## config.mk

```make
export PLATFORM = sky130hd
export DESIGN_NAME = saturn_bus_sequencer
export DESIGN_NICKNAME = d
export VERILOG_FILES = /design/src/rtl/saturn_bus_sequencer.sv
export SDC_FILE = /design/constraint.sdc
export NUM_CORES = 1
export LEC_CHECK = 0
export ABC_AREA = 1
export CAP_MARGIN = 20
export CORE_MARGIN = 2
export CORE_UTILIZATION = 50
export DETAILED_ROUTE_END_ITERATION = 12
export HOLD_SLACK_MARGIN = 0.15
export PLACE_DENSITY = 0.68
export SYNTH_ARGS = -nofsm -noshare
export SYNTH_HDL_FRONTEND = slang
export SYNTH_SLANG_ARGS = --single-unit
```

## constraint.sdc

```tcl
create_clock -name i_clk -period 1.8 [get_ports i_clk]
set_input_delay 0.54 -clock i_clk [delete_from_list [all_inputs] [get_ports i_clk]]
set_output_delay 0.54 -clock i_clk [all_outputs]
set_load 0.005 [all_outputs]
```

## src/rtl/saturn_bus_sequencer.sv

```systemverilog
// saturn_bus_sequencer: buffers one bus command program from the control unit
// (requester 0) or the debugger (requester 1), then streams it to the bus
// controller one entry per phase-0 slot, stalling while the bus is busy.
//
// Handshake: a requester entry transfers on a rising i_clk edge where
// i_reqX_valid and o_reqX_ready are both high. o_reqX_ready depends only on
// state, owner and i_clk_en, never on valid. The requester holds data/last
// stable while valid is high and not yet accepted. o_bus_cmd_valid is a
// single-cycle strobe with no back-pressure; i_bus_busy instead blocks the
// issue itself.
module saturn_bus_sequencer #(
  parameter int DEPTH = 32
) (
  input  logic       i_clk,
  input  logic       i_reset_n,
  input  logic       i_clk_en,
  input  logic [3:0] i_phases,
  input  logic       i_bus_busy,
  input  logic       i_req0_valid,
  input  logic [4:0] i_req0_data,
  input  logic       i_req0_last,
  input  logic       i_req1_valid,
  input  logic [4:0] i_req1_data,
  input  logic       i_req1_last,
  output logic       o_req0_ready,
  output logic       o_req1_ready,
  output logic       o_bus_cmd_valid,
  output logic [4:0] o_bus_cmd,
  output logic       o_owner,
  output logic       o_busy,
  output logic       o_error,
  output logic [1:0] o_dbg_state
);

  localparam int AW = $clog2(DEPTH);
  localparam int CW = AW + 1;

  typedef enum logic [1:0] {
    ST_IDLE  = 2'd0,
    ST_FILL  = 2'd1,
    ST_DRAIN = 2'd2
  } state_e;

  state_e          state_q, state_d;
  logic            owner_q, owner_d;
  logic            prio_q, prio_d;
  logic            error_q, error_d;
  logic [CW-1:0]   wr_cnt_q, wr_cnt_d;
  logic [CW-1:0]   rd_ptr_q, rd_ptr_d;
  logic [CW-1:0]   len_q, len_d;
  logic            cmd_valid_q, cmd_valid_d;
  logic [4:0]      cmd_q, cmd_d;
  logic [4:0]      buf_q [DEPTH];

  // Only the phase-0 strobe matters; the other phases are intentionally ignored.
  logic            unused_phases;
  assign unused_phases = ^i_phases[3:1];

  // Mux the granted requester's channel.
  logic            own_valid;
  logic [4:0]      own_data;
  logic            own_last;
  assign own_valid = owner_q ? i_req1_valid : i_req0_valid;
  assign own_data  = owner_q ? i_req1_data  : i_req0_data;
  assign own_last  = owner_q ? i_req1_last  : i_req0_last;

  logic fill_accept;
  logic issue;
  assign fill_accept = (state_q == ST_FILL) && i_clk_en && own_valid;
  assign issue       = (state_q == ST_DRAIN) && i_clk_en && i_phases[0] && !i_bus_busy;

  assign o_req0_ready    = (state_q == ST_FILL) && !owner_q && i_clk_en;
  assign o_req1_ready    = (state_q == ST_FILL) &&  owner_q && i_clk_en;
  assign o_bus_cmd_valid = cmd_valid_q;
  assign o_bus_cmd       = cmd_q;
  assign o_owner         = owner_q;
  assign o_busy          = (state_q != ST_IDLE);
  assign o_error         = error_q;
  assign o_dbg_state     = state_q;

  // Next-state logic: grant, fill with error detection, and paced drain.
  always_comb begin
    state_d     = state_q;
    owner_d     = owner_q;
    prio_d      = prio_q;
    error_d     = error_q;
    wr_cnt_d    = wr_cnt_q;
    rd_ptr_d    = rd_ptr_q;
    len_d       = len_q;
    // The strobe lasts one clock regardless of the enable; the data holds.
    cmd_valid_d = issue;
    cmd_d       = issue ? buf_q[rd_ptr_q[AW-1:0]] : cmd_q;

    if (i_clk_en) begin
      unique case (state_q)
        ST_IDLE: begin
          if (i_req0_valid || i_req1_valid) begin
            if (i_req0_valid && i_req1_valid) begin
              owner_d = prio_q;
            end else begin
              owner_d = i_req1_valid;
            end
            wr_cnt_d = '0;
            rd_ptr_d = '0;
            state_d  = ST_FILL;
          end
        end
        ST_FILL: begin
          if (own_valid) begin
            if ((wr_cnt_q == '0) && !own_data[4]) begin
              // A program must open with a command; drop it, keep the owner.
              error_d  = 1'b1;
              wr_cnt_d = '0;
              state_d  = ST_IDLE;
            end else if (own_last) begin
              len_d    = wr_cnt_q + CW'(1);
              wr_cnt_d = wr_cnt_q + CW'(1);
              rd_ptr_d = '0;
              state_d  = ST_DRAIN;
            end else if (wr_cnt_q == CW'(DEPTH - 1)) begin
              // Buffer full and the program keeps going: overflow.
              error_d  = 1'b1;
              wr_cnt_d = '0;
              state_d  = ST_IDLE;
            end else begin
              wr_cnt_d = wr_cnt_q + CW'(1);
            end
          end
        end
        ST_DRAIN: begin
          if (i_phases[0] && !i_bus_busy) begin
            if (rd_ptr_q == len_q - CW'(1)) begin
              wr_cnt_d = '0;
              rd_ptr_d = '0;
              prio_d   = ~owner_q;
              state_d  = ST_IDLE;
            end else begin
              rd_ptr_d = rd_ptr_q + CW'(1);
            end
          end
        end
        default: begin
          state_d = ST_IDLE;
        end
      endcase
    end
  end

  // State, counters and the registered bus outputs.
  always_ff @(posedge i_clk or negedge i_reset_n) begin
    if (!i_reset_n) begin
      state_q     <= ST_IDLE;
      owner_q     <= 1'b0;
      prio_q      <= 1'b0;
      error_q     <= 1'b0;
      wr_cnt_q    <= '0;
      rd_ptr_q    <= '0;
      len_q       <= '0;
      cmd_valid_q <= 1'b0;
      cmd_q       <= '0;
    end else begin
      state_q     <= state_d;
      owner_q     <= owner_d;
      prio_q      <= prio_d;
      error_q     <= error_d;
      wr_cnt_q    <= wr_cnt_d;
      rd_ptr_q    <= rd_ptr_d;
      len_q       <= len_d;
      cmd_valid_q <= cmd_valid_d;
      cmd_q       <= cmd_d;
    end
  end

  // Program storage; contents are only meaningful below wr_cnt, so no reset.
  always_ff @(posedge i_clk) begin
    if (fill_accept) begin
      buf_q[wr_cnt_q[AW-1:0]] <= own_data;
    end
  end

endmodule

```

==> results of run 1 <==
[cells by family after synthesis]
| logic type | Yosys count | share of synthesized area, % |
|---|---|---|
| simple gates | 424 | 20.5 |
| flops | 189 | 65.5 |
| compound gates | 121 | 7.99 |
| buf+inv | 89 | 4.36 |
| xor+xnor | 7 | 0.726 |
| fa+ha+maj | 6 | 0.889 |
[critical path, stage by stage (launching register included)]
cell	delay, ps
sky130_fd_sc_hd__dfrtp_1	400
sky130_fd_sc_hd__buf_6	130
sky130_fd_sc_hd__nor2_4	90
sky130_fd_sc_hd__nand2_2	60
sky130_fd_sc_hd__nor2_1	80
sky130_fd_sc_hd__buf_2	110
[metal layers]
metal / GRT usage, % / vias to the layer above
li1: - / 3071
met1: 30.9 / 3073
met2: 40.3 / 303
met3: 4.69 / 48
met4: 11.8 / 0
met5: 0 / -
[report_power, final]
part | internal [mW] | total [mW] | leakage [nW] | switching [mW]
registers | 5.34 | 5.46 | 1.83 | 0.126
logic | 1.86 | 4.78 | 2.14 | 2.92
clock network | 2.26 | 3.85 | 0.287 | 1.58
[timing repair]
item,in CTS,in global routing
pin swaps,1,25
setup buffers,4,9
setup endpoints to repair,132,185
resized for setup,34,75
cloned,0,4
[layout by cell type (no fill, tap or decap), types with 3 or more instances in the layout]
cell type,netlist,routed
sky130_fd_sc_hd__a21oi_2,1,3
sky130_fd_sc_hd__buf_4,2,78
sky130_fd_sc_hd__bufinv_16,0,3
sky130_fd_sc_hd__nor2_4,1,7
sky130_fd_sc_hd__dfrtp_1,29,27
sky130_fd_sc_hd__clkbuf_1,11,3
sky130_fd_sc_hd__nand3_2,1,8
sky130_fd_sc_hd__edfxtp_1,160,160
sky130_fd_sc_hd__inv_1,45,42
sky130_fd_sc_hd__nand3_1,46,39
sky130_fd_sc_hd__nor3_1,3,3
sky130_fd_sc_hd__o21ai_1,42,43
sky130_fd_sc_hd__nand4_1,6,6
sky130_fd_sc_hd__dlygate4sd2_1,0,9
sky130_fd_sc_hd__buf_6,0,12
sky130_fd_sc_hd__nand2_1,169,154
sky130_fd_sc_hd__nand2_2,2,18
sky130_fd_sc_hd__inv_2,7,9
sky130_fd_sc_hd__o211ai_1,24,24
sky130_fd_sc_hd__xor2_1,6,6
sky130_fd_sc_hd__clkdlybuf4s50_1,0,15
sky130_fd_sc_hd__ha_1,6,5
sky130_fd_sc_hd__nor2_2,5,22
sky130_fd_sc_hd__nor2_1,186,163
sky130_fd_sc_hd__o21ai_0,41,38
sky130_fd_sc_hd__clkbuf_16,0,20
sky130_fd_sc_hd__clkinvlp_4,0,3
sky130_fd_sc_hd__buf_12,0,11
sky130_fd_sc_hd__a21oi_1,11,9
[registers in the layout (all words and copies together), names as in the netlist]
| name | flops |
|---|---|
| o_bus_cmd_valid | 1 |
| prio_q | 1 |
| wr_cnt_q | 6 |
| o_bus_cmd | 5 |
| buf_q | 160 |
| rd_ptr_q | 6 |
| o_dbg_state | 2 |
| len_q | 6 |
| o_owner | 1 |
| o_error | 1 |
[through the flow]
stage / hold slack [ps] / setup WS, ps
2_1_floorplan: 244 / 37.2
3_3_place_gp: 454 / -492
3_5_place_dp: 453 / -517
4_1_cts: 467 / -57.2
5_1_grt: 490 / -102
6_report: 459 / -42.7
[cell type report]
class                      instances  area (um2)  area share (%)
clock inverter                    10         140            1.31
clock buffer                      22         464            4.35
multi-input combinational        559        2760            25.8
inverter                          54         208            1.94
sequential                       189        5530            51.8
tap                              220         275            2.58
timing repair buffer             135        1310            12.2
[how the worst max path moves through the flow]
stage,endpoint,slack [ps],cells past startpoint
after global placement,buf_q[12][2],-490,9
after detailed placement,buf_q[2][2],-520,9
after global routing,o_req0_ready,-100,5
after floorplan,rd_ptr_q[1],40,10
after CTS,o_req1_ready,-60,5
final,o_req1_ready,-40,5
==> results.sh, run 1 <==
export IMPL_num_rows=47
export IMPL_syn_area_um2=8440
export IMPL_synth_yosys_seq_area_share_pct=65.5
export IMPL_detailedPlacementHpwl_um=13600
export IMPL_final_net_count=984
export IMPL_power_total_mw=14.1
export IMPL_cp_data_required_time_ps=1260
export IMPL_drt_first_pass_iters=5
export IMPL_synth_async_reset_ratio_pct=15.3
export IMPL_slew_headroom_pct=70.5
export IMPL_place_port_buffers=31
export IMPL_fmax_mhz=543
export IMPL_ff2ff_path_depth=11
export IMPL_antennaDiodeCount=0
export IMPL_design_area_um2=10700
export IMPL_final_number_of_setup_violating_endpoints=2
export IMPL_dominant_cell_by_count_in_the_synthesized_netlist="sky130_fd_sc_hd__nor2_1"
export IMPL_dieArea_um2=17900
export IMPL_crit_reg2reg_capture="o_bus_cmd[2]"
export IMPL_clkSinkCount=189
export IMPL_synth_ff_type="sky130_fd_sc_hd__edfxtp_1"
export IMPL_fp_coreArea_um2=16500
export IMPL_report_final_hold_viol_count=0
export IMPL_critPathCaptureType="primary output"
export IMPL_final_min_clock_period_ps=1840
export IMPL_drv_max_cap_violation_count=0
export IMPL_worstMarginPinSlew_ps=443
export IMPL_post_cts_hold_buffer_count=0
export IMPL_finish_cell_count_without_fillers=1189
export IMPL_regToRegStartpoint="rd_ptr_q[0]"
export IMPL_floorplan_io_pins=35
export IMPL_clock_tree_root_cell="sky130_fd_sc_hd__clkbuf_16"
export IMPL_synth_avg_cell_area_um2=10.1
export IMPL_skew_ps=9.66
export IMPL_synthesis_nets=864
export IMPL_grt_setup_unrepaired="yes"
export IMPL_path_clk_slew_ps=70
export IMPL_min_delay_path_class="register to register"
export IMPL_holdPathEnd="o_error"
export IMPL_leakage_nw=4.26
export IMPL_yosys_register_bits=189
export IMPL_wire_per_inst_um=18.4
export IMPL_final_critical_path_setup_slack_ps=-42.7
export IMPL_synth_top_area_share_pct=56.9
export IMPL_power_per_cell_area_nw_per_um2=1320
export IMPL_routed_wl_um=21900
export IMPL_met2_wirelength_um=10900
export IMPL_postSynthCellCount=836
export IMPL_cts_max_level=4
export IMPL_status="finished, violations left"
export IMPL_insertion_delay_ps=430
export IMPL_startpoint_type="register"
export IMPL_grt_first_pass_wirelength_um=32200
export IMPL_crit_type="register to primary output"
export IMPL_vias_in_the_first_global_route=6117
export IMPL_post_synth_main_area_contributors="sky130_fd_sc_hd__edfxtp_1 57%, sky130_fd_sc_hd__dfrtp_1 8.6%, sky130_fd_sc_hd__nor2_1 8.3%, sky130_fd_sc_hd__nand2_1 7.5%, sky130_fd_sc_hd__nand3_1 2.7%"
export IMPL_initial_core_util_pct=51.1
export IMPL_grt_start_max_net_pins=41
export IMPL_grt_antenna_before_repair=0
export IMPL_routed_top_layer="met4"
export IMPL_via_per_inst=5.46
export IMPL_placed_cells_incl_taps=1140
export IMPL_number_of_synthesized_flops_with_an_enable_pin=160
export IMPL_synthTopCellsByCount="186 x sky130_fd_sc_hd__nor2_1, 169 x sky130_fd_sc_hd__nand2_1, 160 x sky130_fd_sc_hd__edfxtp_1"
export IMPL_wl_met1_um=8770
export IMPL_final_fill_count=1236
export IMPL_synth_largest_area_cell="sky130_fd_sc_hd__edfxtp_1"
export IMPL_final_core_utilization_pct=64.6
export IMPL_cts_max_path_bufs=2
export IMPL_fin_setup_tns_ps=-75.8
export IMPL_drt_drc_violations_left=0
export IMPL_drt_iter0_drc=722
export IMPL_drt_antenna_violating_nets=0
export IMPL_grt_util_all_layers_pct=24.3
export IMPL_met3_wirelength_um=1620
export IMPL_drive_above_1_share_pct=22.2
export IMPL_hold_path_startpoint="o_error"
export IMPL_die_w_um=134
export IMPL_final_period_utilization_pct=102
export IMPL_regToRegSetupSlack_ps=0
export IMPL_cts_inserted_buffers=17
export IMPL_cp_startpoint="o_dbg_state[1]"
export IMPL_pins_over_their_slew_limit=0
export IMPL_vias=6495
export IMPL_worst_endpoint_arrival_ps=1300
export IMPL_cts_tree="yes"
export IMPL_vdd_ir_drop_max_uv=1200
export IMPL_yosys_warnings=0
export IMPL_synth_lib_cells_used_distinct=33
export IMPL_die_y_um=134
export IMPL_failing_checks="setup timing"
export IMPL_gp_congestion=0.809
export IMPL_critical_path_max_fanout=2
export IMPL_placed_area_um2=9650
export IMPL_grt_remaining_overflow=0
export IMPL_holdPathStages=1
export IMPL_area_growth_synth_to_final_pct=26.5
No activity file was read; power rests on OpenSTA's default activity.
==> run 2, diff against run 1 <==
--- a/config.mk
+++ b/config.mk
@@ -11,7 +11,7 @@
 export CORE_UTILIZATION = 50
 export DETAILED_ROUTE_END_ITERATION = 12
 export HOLD_SLACK_MARGIN = 0.15
-export PLACE_DENSITY = 0.68
+export PLACE_DENSITY = 0.7
 export SYNTH_ARGS = -nofsm -noshare
 export SYNTH_HDL_FRONTEND = slang
 export SYNTH_SLANG_ARGS = --single-unit
==> run 2 against run 1 <==
  * The flow still finishes with violations (setup timing)
  * Register-to-register slack got worse by 40 ps
  * Core utilization fell by 0.27 points
  * Design area fell by 0.41%
  * Power rose by 1.2%
  * Non-clock buffer count fell by 3
  * Fmax fell by 3.0%
  * Routed wire length fell by 2.6%
  * First-iteration DRC count fell by 30%
  * Worst setup slack got worse by 58 ps
  * Cell count fell by 0.34%
  * Critical endpoint is now o_busy
  * Largest cell class unchanged
  * Largest power group unchanged
  * Highest routed layer unchanged
==> results.sh, run 2 (synthesized netlist as in run 1, its figures left out) <==
export IMPL_cts_inserted_buffers=17
export IMPL_insertion_delay_ps=440
export IMPL_clock_tree_root_cell="sky130_fd_sc_hd__clkbuf_16"
export IMPL_power_total_mw=14.3
export IMPL_largest_reg_flops=160
export IMPL_leakage_nw=4.24
export IMPL_min_delay_path_class="primary input to async pin"
export IMPL_cts_max_level=4
export IMPL_critical_path_max_fanout=5
export IMPL_vias=6379
export IMPL_num_rows=47
export IMPL_drive_above_1_share_pct=19.8
export IMPL_worstMarginPinSlew_ps=419
export IMPL_startpoint_type="register"
export IMPL_report_final_hold_viol_count=0
export IMPL_antennaDiodeCount=0
export IMPL_drt_antenna_violating_nets=0
export IMPL_skew_ps=10.9
export IMPL_dieArea_um2=17900
export IMPL_whs_ps=453
export IMPL_wire_per_inst_um=18.0
export IMPL_grt_util_all_layers_pct=24.2
export IMPL_final_net_count=980
export IMPL_pins_over_their_slew_limit=0
export IMPL_grt_remaining_overflow=0
export IMPL_status="finished, violations left"
export IMPL_fmax_mhz=526
export IMPL_grt_start_max_net_pins=43
export IMPL_layout_cells_most_common_list="173 x sky130_fd_sc_hd__nor2_1, 161 x sky130_fd_sc_hd__nand2_1, 160 x sky130_fd_sc_hd__edfxtp_1, 74 x sky130_fd_sc_hd__buf_4, 44 x sky130_fd_sc_hd__o21ai_1"
export IMPL_via_per_inst=5.38
export IMPL_vias_in_the_first_global_route=6096
export IMPL_vdd_ir_drop_max_uv=1030
export IMPL_cts_max_path_bufs=2
export IMPL_detailedPlacementHpwl_um=13400
export IMPL_worst_endpoint_arrival_ps=1360
export IMPL_fp_coreArea_um2=16500
export IMPL_cts_tree="yes"
export IMPL_power_frac_comb_pct=32.5
export IMPL_placed_area_um2=9690
export IMPL_drt_iter0_drc=505
export IMPL_slew_headroom_pct=72.1
export IMPL_path_clk_slew_ps=70
export IMPL_final_fill_count=1266
export IMPL_final_critical_path_setup_slack_ps=-101
export IMPL_die_w_um=134
export IMPL_seq_power_share_pct=38.5
export IMPL_final_min_clock_period_ps=1900
export IMPL_sw_share_pct=32.4
export IMPL_design_area_um2=10600
export IMPL_drt_first_pass_iters=5
export IMPL_met3_usage_pct=4.91
export IMPL_power_report_internal_total_mw=9.64
export IMPL_critPathCaptureType="primary output"
export IMPL_failing_checks="setup timing"
export IMPL_grt_most_used_layer="met2"
export IMPL_switching_power_mw=4.62
export IMPL_final_period_utilization_pct=106
export IMPL_grt_antenna_before_repair=0
export IMPL_drv_max_cap_violation_count=0
export IMPL_portion_of_total_power_attributed_to_the_clock_network_pct=29.0
export IMPL_drt_drc_violations_left=0
export IMPL_globalRouteMet2Util_pct=39.8
export IMPL_place_port_buffers=31
export IMPL_gp_congestion=0.869
export IMPL_sequential_cell_area_um2=5530
export IMPL_floorplan_io_pins=35
export IMPL_power_per_cell_area_nw_per_um2=1340
export IMPL_multi_input_comb_area_um2=2670
export IMPL_clkSinkCount=189
export IMPL_post_cts_hold_buffer_count=0
export IMPL_final_number_of_setup_violating_endpoints=122
export IMPL_globalRouteMet1Util_pct=30.8
export IMPL_cp_data_required_time_ps=1260
export IMPL_grt_setup_unrepaired="yes"
export IMPL_layout_commonest_cell="sky130_fd_sc_hd__nor2_1"
export IMPL_area_growth_synth_to_final_pct=26.0
export IMPL_routed_wl_um=21400
export IMPL_grt_first_pass_wirelength_um=32300
export IMPL_crit_type="register to primary output"
export IMPL_initial_core_util_pct=51.1
export IMPL_die_y_um=134
[run 2: changes by cell type in the layout (fill, tap and decap cells not counted), sizes merged, moves of 2 or more]
cell	delta
buf	-2
bufinv	+2
clkbuf	-5
clkdlybuf4s15	-2
clkdlybuf4s50	+2
dlygate4sd2	+3
dlymetal6s2s	-2
[run 2: layer usage]
layer	routed length (um)	up-vias	share of wire (%)
met4	855	0	4.0
met3	1370	58	6.4
li1	-	3057	-
met2	10400	254	49
met5	0	-	0
met1	8690	3010	41
[run 2: metrics by stage]
stage | setup WS, ps | TNS [ps] | cells | util, %
2_1_floorplan | 37.2 | 0 | 836 | -
3_3_place_gp | -465 | -78760 | 1142 | 58.6
3_5_place_dp | -512 | -83120 | 1142 | 58.6
4_1_cts | -127 | -295 | 1177 | 62.7
5_1_grt | -153 | -14170 | 1185 | 64.4
6_report | -101 | -1840 | 1185 | 64.4
[run 2: what timing repair did]
item	4_1_cts	5_1_grt
pin swaps	3	20
resized for setup	26	50
setup endpoints to repair	159	183
setup buffers	3	6
cloned	0	2
[run 2: critical path, stage by stage, from the launching register on]
cell                            delay (ps)
sky130_fd_sc_hd__dfrtp_1               390
sky130_fd_sc_hd__buf_4                 160
sky130_fd_sc_hd__nor2_4                 80
sky130_fd_sc_hd__inv_1                  40
sky130_fd_sc_hd__dlygate4sd2_1         250
[run 2: layout make-up]
type | instances | area share, %
Clock inverter | 13 | 2.00
Multi-Input combinational cell | 558 | 25.1
Clock buffer | 19 | 4.16
Inverter | 54 | 1.93
Timing Repair Buffer | 132 | 12.2
Sequential cell | 189 | 52.0
Tap cell | 220 | 2.59
[run 2: power by group through the flow]
stage	clock network [mW]	logic, mW	registers (mW)
after floorplan	0	2.23	5.56
after global placement	0	4.06	5.57
after detailed placement	0	4.10	5.57
after CTS	4.13	4.13	5.46
after global routing	4.34	5.04	5.50
final	4.14	4.64	5.48
[run 2: final timing paths]
path                                start        endpoint  slack, ps  cells after the start
hold / removal                  i_reset_n  o_dbg_state[0]        450                      2
min in group i_clk           o_bus_cmd[4]    o_bus_cmd[4]        480                      2
setup / recovery           o_dbg_state[1]          o_busy       -100                      4
max in group asynchronous       i_reset_n     rd_ptr_q[0]       1150                      2
hold reg to reg              o_bus_cmd[4]    o_bus_cmd[4]        480                      2
setup reg to reg           o_dbg_state[1]    buf_q[18][3]        -40                      9
